==> src/rtl/measure_pt_regs.sv <==
// Measurement point capture block with a Wishbone classic register front end.
// Each channel owns a one-entry pending slot; the lowest occupied slot drains
// into a shared point FIFO that software pops through the FIFO register.

// One channel's pending slot: holds a captured point until the FIFO takes it.
module measure_pt_slot #(
  parameter logic [2:0] CH = 3'd0
) (
  input  logic        wb_clk_i,
  input  logic        wb_rst_i,
  input  logic        flush_i,
  input  logic        vld_i,
  input  logic        drain_i,
  input  logic [9:0]  t_i,
  input  logic [15:0] v_i,
  output logic        occ_o,
  output logic        drop_o,
  output logic [28:0] ent_o
);
  logic        occ_q;
  logic [28:0] ent_q;
  logic        load;

  // A slot being drained this cycle can refill in the same cycle; flush discards everything.
  assign load   = vld_i & (~occ_q | drain_i) & ~flush_i;
  assign drop_o = vld_i & occ_q & ~drain_i & ~flush_i;
  assign occ_o  = occ_q;
  assign ent_o  = ent_q;

  // Slot occupancy and captured {ch, t, v}.
  always_ff @(posedge wb_clk_i or posedge wb_rst_i) begin
    if (wb_rst_i) begin
      occ_q <= 1'b0;
      ent_q <= '0;
    end else begin
      if (flush_i)      occ_q <= 1'b0;
      else if (load)    occ_q <= 1'b1;
      else if (drain_i) occ_q <= 1'b0;
      if (load) ent_q <= {CH, t_i, v_i};
    end
  end
endmodule

module measure_pt_regs #(
  parameter int          N_CH                = 2,
  parameter int          FIFO_DEPTH          = 16,
  parameter logic [9:0]  DEFAULT_DELAY_DELTA = 10'h1,
  parameter logic [15:0] DEFAULT_THR_DELTA   = 16'h1
) (
  input  logic                 wb_clk_i,
  input  logic                 wb_rst_i,
  input  logic [31:0]          wb_dat_i,
  output logic [31:0]          wb_dat_o,
  input  logic [31:0]          wb_adr_i,
  input  logic                 wb_we_i,
  input  logic [3:0]           wb_sel_i,
  input  logic                 wb_cyc_i,
  input  logic                 wb_stb_i,
  output logic                 wb_ack_o,
  input  logic [N_CH-1:0]      pt_vld_i,
  input  logic [N_CH*16-1:0]   pt_v_i,
  input  logic [N_CH*10-1:0]   pt_t_i,
  output logic [N_CH*26-1:0]   ch_delta_o,
  output logic [15:0]          thr_code_o,
  output logic [N_CH-1:0]      thr_wre_o,
  input  logic [N_CH-1:0]      thr_rdy_i,
  output logic                 run_o,
  output logic                 irq_o
);
  localparam int AW = $clog2(FIFO_DEPTH);

  // Bus state and registers
  logic                   ack_q;
  logic [31:0]            dat_q, rdat;
  logic                   run_q, irq_en_q, ovf_q, irq_q;
  logic [N_CH-1:0]        thr_wre_q;
  logic [15:0]            thr_code_q;
  logic [N_CH-1:0][25:0]  delta_q;

  // FIFO state
  logic [28:0]            mem [FIFO_DEPTH];
  logic [AW-1:0]          wr_ptr_q, rd_ptr_q;
  logic [AW:0]            cnt_q;
  logic [8:0]             cnt9;
  logic [7:0]             cnt8;
  logic                   empty, full, push, pop;
  logic [28:0]            head, ent_sel;

  // Slot plumbing
  logic [N_CH-1:0]        occ, drop, low_oh, drain, delta_hit;
  logic [N_CH-1:0][28:0]  ent;

  // Decode
  logic [3:0]             ad;
  logic                   req, wr, rd, flush, ctrl_wr, stat_wr, thr_wr;
  logic [25:0]            wm;
  logic                   unused_ok;

  assign req     = wb_cyc_i & wb_stb_i & ~ack_q;
  assign ad      = wb_adr_i[5:2];
  assign wr      = req & wb_we_i;
  assign rd      = req & ~wb_we_i;
  assign ctrl_wr = wr && (ad == 4'd0);
  assign stat_wr = wr && (ad == 4'd1);
  assign thr_wr  = wr && (ad == 4'd2);
  // Action bits (run, flush, W1C, write-enable mask) only fire from enabled byte lanes.
  assign flush   = ctrl_wr & wb_dat_i[1] & wb_sel_i[0];
  assign wm      = {{2{wb_sel_i[3]}}, {8{wb_sel_i[2]}}, {8{wb_sel_i[1]}}, {8{wb_sel_i[0]}}};
  assign unused_ok = ^{wb_adr_i[31:6], wb_adr_i[1:0], wb_dat_i[31:26]};

  assign empty = (cnt_q == '0);
  assign full  = (cnt_q == (AW+1)'(FIFO_DEPTH));
  assign cnt9  = 9'(cnt_q);
  assign cnt8  = cnt9[8] ? 8'hFF : cnt9[7:0];
  assign head  = mem[rd_ptr_q];
  assign pop   = rd && (ad == 4'd3) && !empty;

  // Lowest-index occupied slot wins the single push per cycle.
  assign low_oh = occ & (~occ + 1'b1);
  assign push   = (|occ) & (~full | pop) & ~flush;
  assign drain  = push ? low_oh : '0;

  for (genvar g = 0; g < N_CH; g++) begin : g_slot
    measure_pt_slot #(.CH(3'(g))) u_slot (
      .wb_clk_i (wb_clk_i),
      .wb_rst_i (wb_rst_i),
      .flush_i  (flush),
      .vld_i    (pt_vld_i[g]),
      .drain_i  (drain[g]),
      .t_i      (pt_t_i[g*10 +: 10]),
      .v_i      (pt_v_i[g*16 +: 16]),
      .occ_o    (occ[g]),
      .drop_o   (drop[g]),
      .ent_o    (ent[g])
    );
    assign delta_hit[g] = (ad == 4'(4 + g));
  end

  // Select the draining slot's entry.
  always_comb begin
    ent_sel = '0;
    for (int i = 0; i < N_CH; i++)
      if (low_oh[i]) ent_sel = ent[i];
  end

  // Read data mux for the addressed register.
  always_comb begin
    rdat = 32'h0;
    case (ad)
      4'd0: rdat = {16'h0, 8'(N_CH), 5'h0, irq_en_q, 2'b00};
      4'd1: rdat = {16'h0, cnt8, 5'h0, ovf_q, full, empty};
      4'd2: rdat = {{(32-N_CH){1'b0}}, thr_rdy_i};
      4'd3: rdat = empty ? 32'h0 : {head[28:26], 3'b000, head[25:16], head[15:0]};
      default: begin
        for (int i = 0; i < N_CH; i++)
          if (delta_hit[i]) rdat = {6'h0, delta_q[i]};
      end
    endcase
  end

  // Bus handshake, control registers and one-cycle strobes.
  always_ff @(posedge wb_clk_i or posedge wb_rst_i) begin
    if (wb_rst_i) begin
      ack_q      <= 1'b0;
      dat_q      <= 32'h0;
      run_q      <= 1'b0;
      thr_wre_q  <= '0;
      thr_code_q <= 16'h0;
      irq_en_q   <= 1'b0;
      ovf_q      <= 1'b0;
      irq_q      <= 1'b0;
      for (int i = 0; i < N_CH; i++)
        delta_q[i] <= {DEFAULT_DELAY_DELTA, DEFAULT_THR_DELTA};
    end else begin
      ack_q     <= req;
      dat_q     <= rd ? rdat : 32'h0;
      run_q     <= ctrl_wr & wb_dat_i[0] & wb_sel_i[0];
      thr_wre_q <= thr_wr ? (wb_dat_i[16 +: N_CH] & {N_CH{wb_sel_i[2]}}) : '0;
      if (ctrl_wr && wb_sel_i[0]) irq_en_q <= wb_dat_i[2];
      if (thr_wr) thr_code_q <= (thr_code_q & ~wm[15:0]) | (wb_dat_i[15:0] & wm[15:0]);
      for (int i = 0; i < N_CH; i++)
        if (wr && delta_hit[i]) delta_q[i] <= (delta_q[i] & ~wm) | (wb_dat_i[25:0] & wm);
      // A drop in the same cycle as the clear keeps ovf set so no loss goes unseen.
      if (|drop)                               ovf_q <= 1'b1;
      else if (stat_wr && wb_sel_i[0] && wb_dat_i[2]) ovf_q <= 1'b0;
      irq_q <= irq_en_q & (~empty | ovf_q);
    end
  end

  // FIFO pointers and occupancy.
  always_ff @(posedge wb_clk_i or posedge wb_rst_i) begin
    if (wb_rst_i) begin
      wr_ptr_q <= '0;
      rd_ptr_q <= '0;
      cnt_q    <= '0;
    end else if (flush) begin
      wr_ptr_q <= '0;
      rd_ptr_q <= '0;
      cnt_q    <= '0;
    end else begin
      if (push) wr_ptr_q <= wr_ptr_q + 1'b1;
      if (pop)  rd_ptr_q <= rd_ptr_q + 1'b1;
      if (push && !pop)      cnt_q <= cnt_q + 1'b1;
      else if (!push && pop) cnt_q <= cnt_q - 1'b1;
    end
  end

  // FIFO storage.
  always_ff @(posedge wb_clk_i) begin
    if (push) mem[wr_ptr_q] <= ent_sel;
  end

  assign wb_ack_o   = ack_q;
  assign wb_dat_o   = dat_q;
  assign run_o      = run_q;
  assign thr_wre_o  = thr_wre_q;
  assign thr_code_o = thr_code_q;
  assign irq_o      = irq_q;
  assign ch_delta_o = delta_q;
endmodule

==> config.mk <==
export PLATFORM = sky130hd
export DESIGN_NAME = measure_pt_regs
export DESIGN_NICKNAME = d
export VERILOG_FILES = /design/src/rtl/measure_pt_regs.sv
export SDC_FILE = /design/constraint.sdc
export NUM_CORES = 1
export LEC_CHECK = 0
export ABC_AREA = 1
export ABC_CLOCK_PERIOD_IN_PS = 8400
export BUFFER_PORTS_ARGS = -buffer_cell sky130_fd_sc_hd__buf_2
export CELL_PAD_IN_SITES_DETAIL_PLACEMENT = 0
export CELL_PAD_IN_SITES_GLOBAL_PLACEMENT = 1
export CORE_ASPECT_RATIO = 1.1
export CORE_MARGIN = 1.5
export CORE_UTILIZATION = 46
export CTS_CLUSTER_DIAMETER = 60
export CTS_CLUSTER_SIZE = 10
export DETAILED_ROUTE_END_ITERATION = 8
export PLACE_DENSITY = 0.9
export SYNTH_ARGS = -nofsm -noshare
export SYNTH_HDL_FRONTEND = slang
export SYNTH_SLANG_ARGS = --single-unit
==> constraint.sdc <==
create_clock -name wb_clk_i -period 8.4 [get_ports wb_clk_i]
set_input_delay 1.68 -clock wb_clk_i [delete_from_list [all_inputs] [get_ports wb_clk_i]]
set_output_delay 1.68 -clock wb_clk_i [all_outputs]
set_load 0.005 [all_outputs]
==> impl_metrics.env <==
export IMPL_track_usage_pct=24.0
export IMPL_insertion_delay_ns=0.59
export IMPL_fin_tns_setup_ns=0
export IMPL_syn_area_per_cell_um2=10.9
export IMPL_clock_sinks=602
export IMPL_ctsResizeCount=0
export IMPL_path_clk_slew_ns=0.05
export IMPL_placed_cells=3108
export IMPL_die_x_um=225
export IMPL_dieArea_um2=55600
export IMPL_cts_htree_levels=3
export IMPL_vias=18000
export IMPL_fmax_ghz=0.227
export IMPL_final_nets=2591
export IMPL_antenna_found_initial=3
export IMPL_fp_coreArea_um2=53600
export IMPL_r2r_start="wb_ack_o$_DFF_PP0_"
export IMPL_grt_pass1_wl_um=101000
export IMPL_row_count=89
export IMPL_rsz0062_at_grt="false"
export IMPL_reg2reg_to="mem[10][19]$_DFFE_PP_"
export IMPL_synth_cells=2286
export IMPL_run_status="complete, no violations"
export IMPL_post_route_util_pct=53.3
export IMPL_drt_iter0_drc=1778
export IMPL_dp_final_hpwl_um=38400
export IMPL_routed_wl_um=66200
export IMPL_ys_seq_area_share_pct=69.2
export IMPL_antenna_left=0
export IMPL_initial_core_util_pct=46.5
export IMPL_finClkSkew_ns=0.0235
export IMPL_globalplace_congestion=0.851
export IMPL_cts_setup_buffers=0
export IMPL_yosys_warnings=0
export IMPL_fp_dieH_um=247
export IMPL_r2r_slack_ns=4.75
export IMPL_viasPerCell=5.57
export IMPL_grt_overflow_total=0
export IMPL_port_buffers=194
export IMPL_synth_seq_cells=602
export IMPL_synth_area_um2=24900
export IMPL_stdcell_count=3229
export IMPL_dr_pass1_iters=5
export IMPL_finalPower_uw=8450
export IMPL_hold_class="register to register"
export IMPL_num_io_pins=234
export IMPL_critPathMaxFanout=19
export IMPL_cp_required_ns=8.63
export IMPL_power_leakage_uw=0.0116
export IMPL_drive_gt1_share_pct=14.2
export IMPL_route_detailed_drc=0
export IMPL_tritoncts="yes"
export IMPL_slew_violations=0
export IMPL_wl_met2_um=31600
export IMPL_syn_to_final_growth_pct=14.5
export IMPL_max_cap_violations=0
export IMPL_startpoint_type="input port"
export IMPL_cts_root_buf="clkbuf_16"
export IMPL_grt_max_degree=123
export IMPL_crit_start="wb_cyc_i"
export IMPL_final_hold_viol_count=0
export IMPL_synth_edff_count=432
export IMPL_synthArstFlopShare_pct=28.2
export IMPL_drt_met1_wl_um=26400
export IMPL_synthFlopType="edfxtp_1"
export IMPL_powerDensity_nw_per_um2=296
export IMPL_relSlewSlack_pct=18.8
export IMPL_crit_type="input port to register"
export IMPL_cp_endpoint="mem[10][19]$_DFFE_PP_"
export IMPL_setup_viol=0
export IMPL_layout_setup_ws_ns=3.99
export IMPL_period_needed_ns=4.41
export IMPL_vdd_drop_max_v=0.000189
export IMPL_route_met3_wl_um=6110
export IMPL_cts_hold_buf=0
export IMPL_numCtsBuffers=70
export IMPL_r2r_cells=8
export IMPL_holdCritStartpoint="g_slot[1].u_slot.ent_o[26]$_DFFE_PP0P_"
export IMPL_fin_crit_sh_pct=52.5
export IMPL_critPathCaptureType="register"
export IMPL_cp_arrival_ns=4.64
export IMPL_dpl_worst_slack_ns=3.39
export IMPL_ctsLongestPathBuffers=3
export IMPL_synth_cell_type_count=39
export IMPL_tightest_slew_ns=1.22
export IMPL_highest_layer="met5"
export IMPL_routedWlPerCell_um=20.5
export IMPL_grt_pass1_vias=17600
[logic make-up after synthesis]
logic type | after synthesis | share of synthesized area, %
adder cells (fa/ha/maj) | 10 | 0.533
flip-flops | 602 | 69.2
XOR/XNOR | 2 | 0.0703
other | 1 | 0.0151
buffers and inverters | 239 | 4.11
AO/OA/AOI/OAI | 383 | 8.46
AND/OR/NAND/NOR | 1049 | 17.6
[cell usage after synthesis, types with 3 or more instances]
cell type	count	share of area [%]
nor2_4	3	0.14
ha_1	9	0.45
buf_4	11	0.33
a21oi_1	47	0.94
inv_2	5	0.075
o31ai_1	15	0.45
nand2_1	386	5.8
nand2_4	4	0.18
dfrtp_1	166	17
inv_1	99	1.5
a22o_1	3	0.11
nand3_1	236	4.7
nor2_1	391	5.9
nand3_2	3	0.12
buf_2	44	0.88
o211ai_1	46	1.4
dfstp_2	4	0.42
nand2_2	3	0.075
edfxtp_1	432	52
nor3_1	12	0.24
nor2_2	4	0.10
buf_1	11	0.17
clkbuf_1	64	0.96
o21ai_0	260	5.2
buf_6	4	0.18
o22ai_1	6	0.15
[cell type report]
type / count / area (µm²)
Antenna cell: 1 / 2.50
Clock inverter: 4 / 42.5
Tap cell: 728 / 911
Sequential cell: 602 / 17200
Timing Repair Buffer: 224 / 1200
Clock buffer: 116 / 2010
Fill cell: 4489 / 25000
Multi-Input combinational cell: 1449 / 6730
Inverter: 105 / 403
[worst max-delay path, cell delays in order]
cell,delay [ns]
buf_2,0.07
nand3_1,0.18
nor2_2,0.54
nand3_4,0.21
nand2_2,0.15
nand3_2,0.30
nor3_2,0.95
buf_4,0.51
[cell usage in the layout (no fill, tap or decap), types with 5 or more instances in the layout]
| master | count |
|---|---|
| nor2_2 | 12 |
| nor3_2 | 8 |
| buf_2 | 194 |
| o211ai_1 | 46 |
| ha_1 | 9 |
| o21ai_0 | 260 |
| nand3_1 | 236 |
| conb_1 | 5 |
| clkbuf_1 | 42 |
| a21oi_1 | 47 |
| o22ai_1 | 6 |
| inv_2 | 5 |
| nand2_1 | 386 |
| clkbuf_16 | 74 |
| buf_4 | 30 |
| nor2_1 | 383 |
| inv_1 | 95 |
| o31ai_1 | 15 |
| dfrtp_1 | 162 |
| edfxtp_1 | 432 |
[power by group]
group	total, µW	internal [µW]	switching (µW)
Clock	2760	1630	1130
Combinational	1650	398	1260
Sequential	4040	3860	180
[how the worst min path moves through the flow]
| stage | to | depth (start not counted) |
|---|---|---|
| after global placement | g_slot[1].u_slot.ent_o[26]$_DFFE_PP0P_ | 2 |
| after CTS | g_slot[1].u_slot.ent_o[26]$_DFFE_PP0P_ | 2 |
| final | g_slot[1].u_slot.ent_o[26]$_DFFE_PP0P_ | 2 |
| after floorplan | g_slot[1].u_slot.ent_o[26]$_DFFE_PP0P_ | 2 |
| after global routing | g_slot[0].u_slot.ent_o[23]$_DFFE_PP0P_ | 2 |
| after detailed placement | g_slot[1].u_slot.ent_o[26]$_DFFE_PP0P_ | 2 |
[per-layer routing]
| metal | vias up | global-route usage (%) |
|---|---|---|
| met5 | - | 0 |
| met4 | 2 | 8.47 |
| met3 | 137 | 5.14 |
| met2 | 831 | 39.0 |
| met1 | 8813 | 32.0 |
| li1 | 8212 | - |
[per-stage QoR]
stage	area (µm²)	hold slack (ns)
4_1_cts	28500	0.452
3_5_place_dp	26500	0.439
3_3_place_gp	26500	0.435
5_1_grt	28500	0.491
2_1_floorplan	24900	0.422
6_report	28500	0.449
Note: power is estimated with default switching activity, not from simulation.
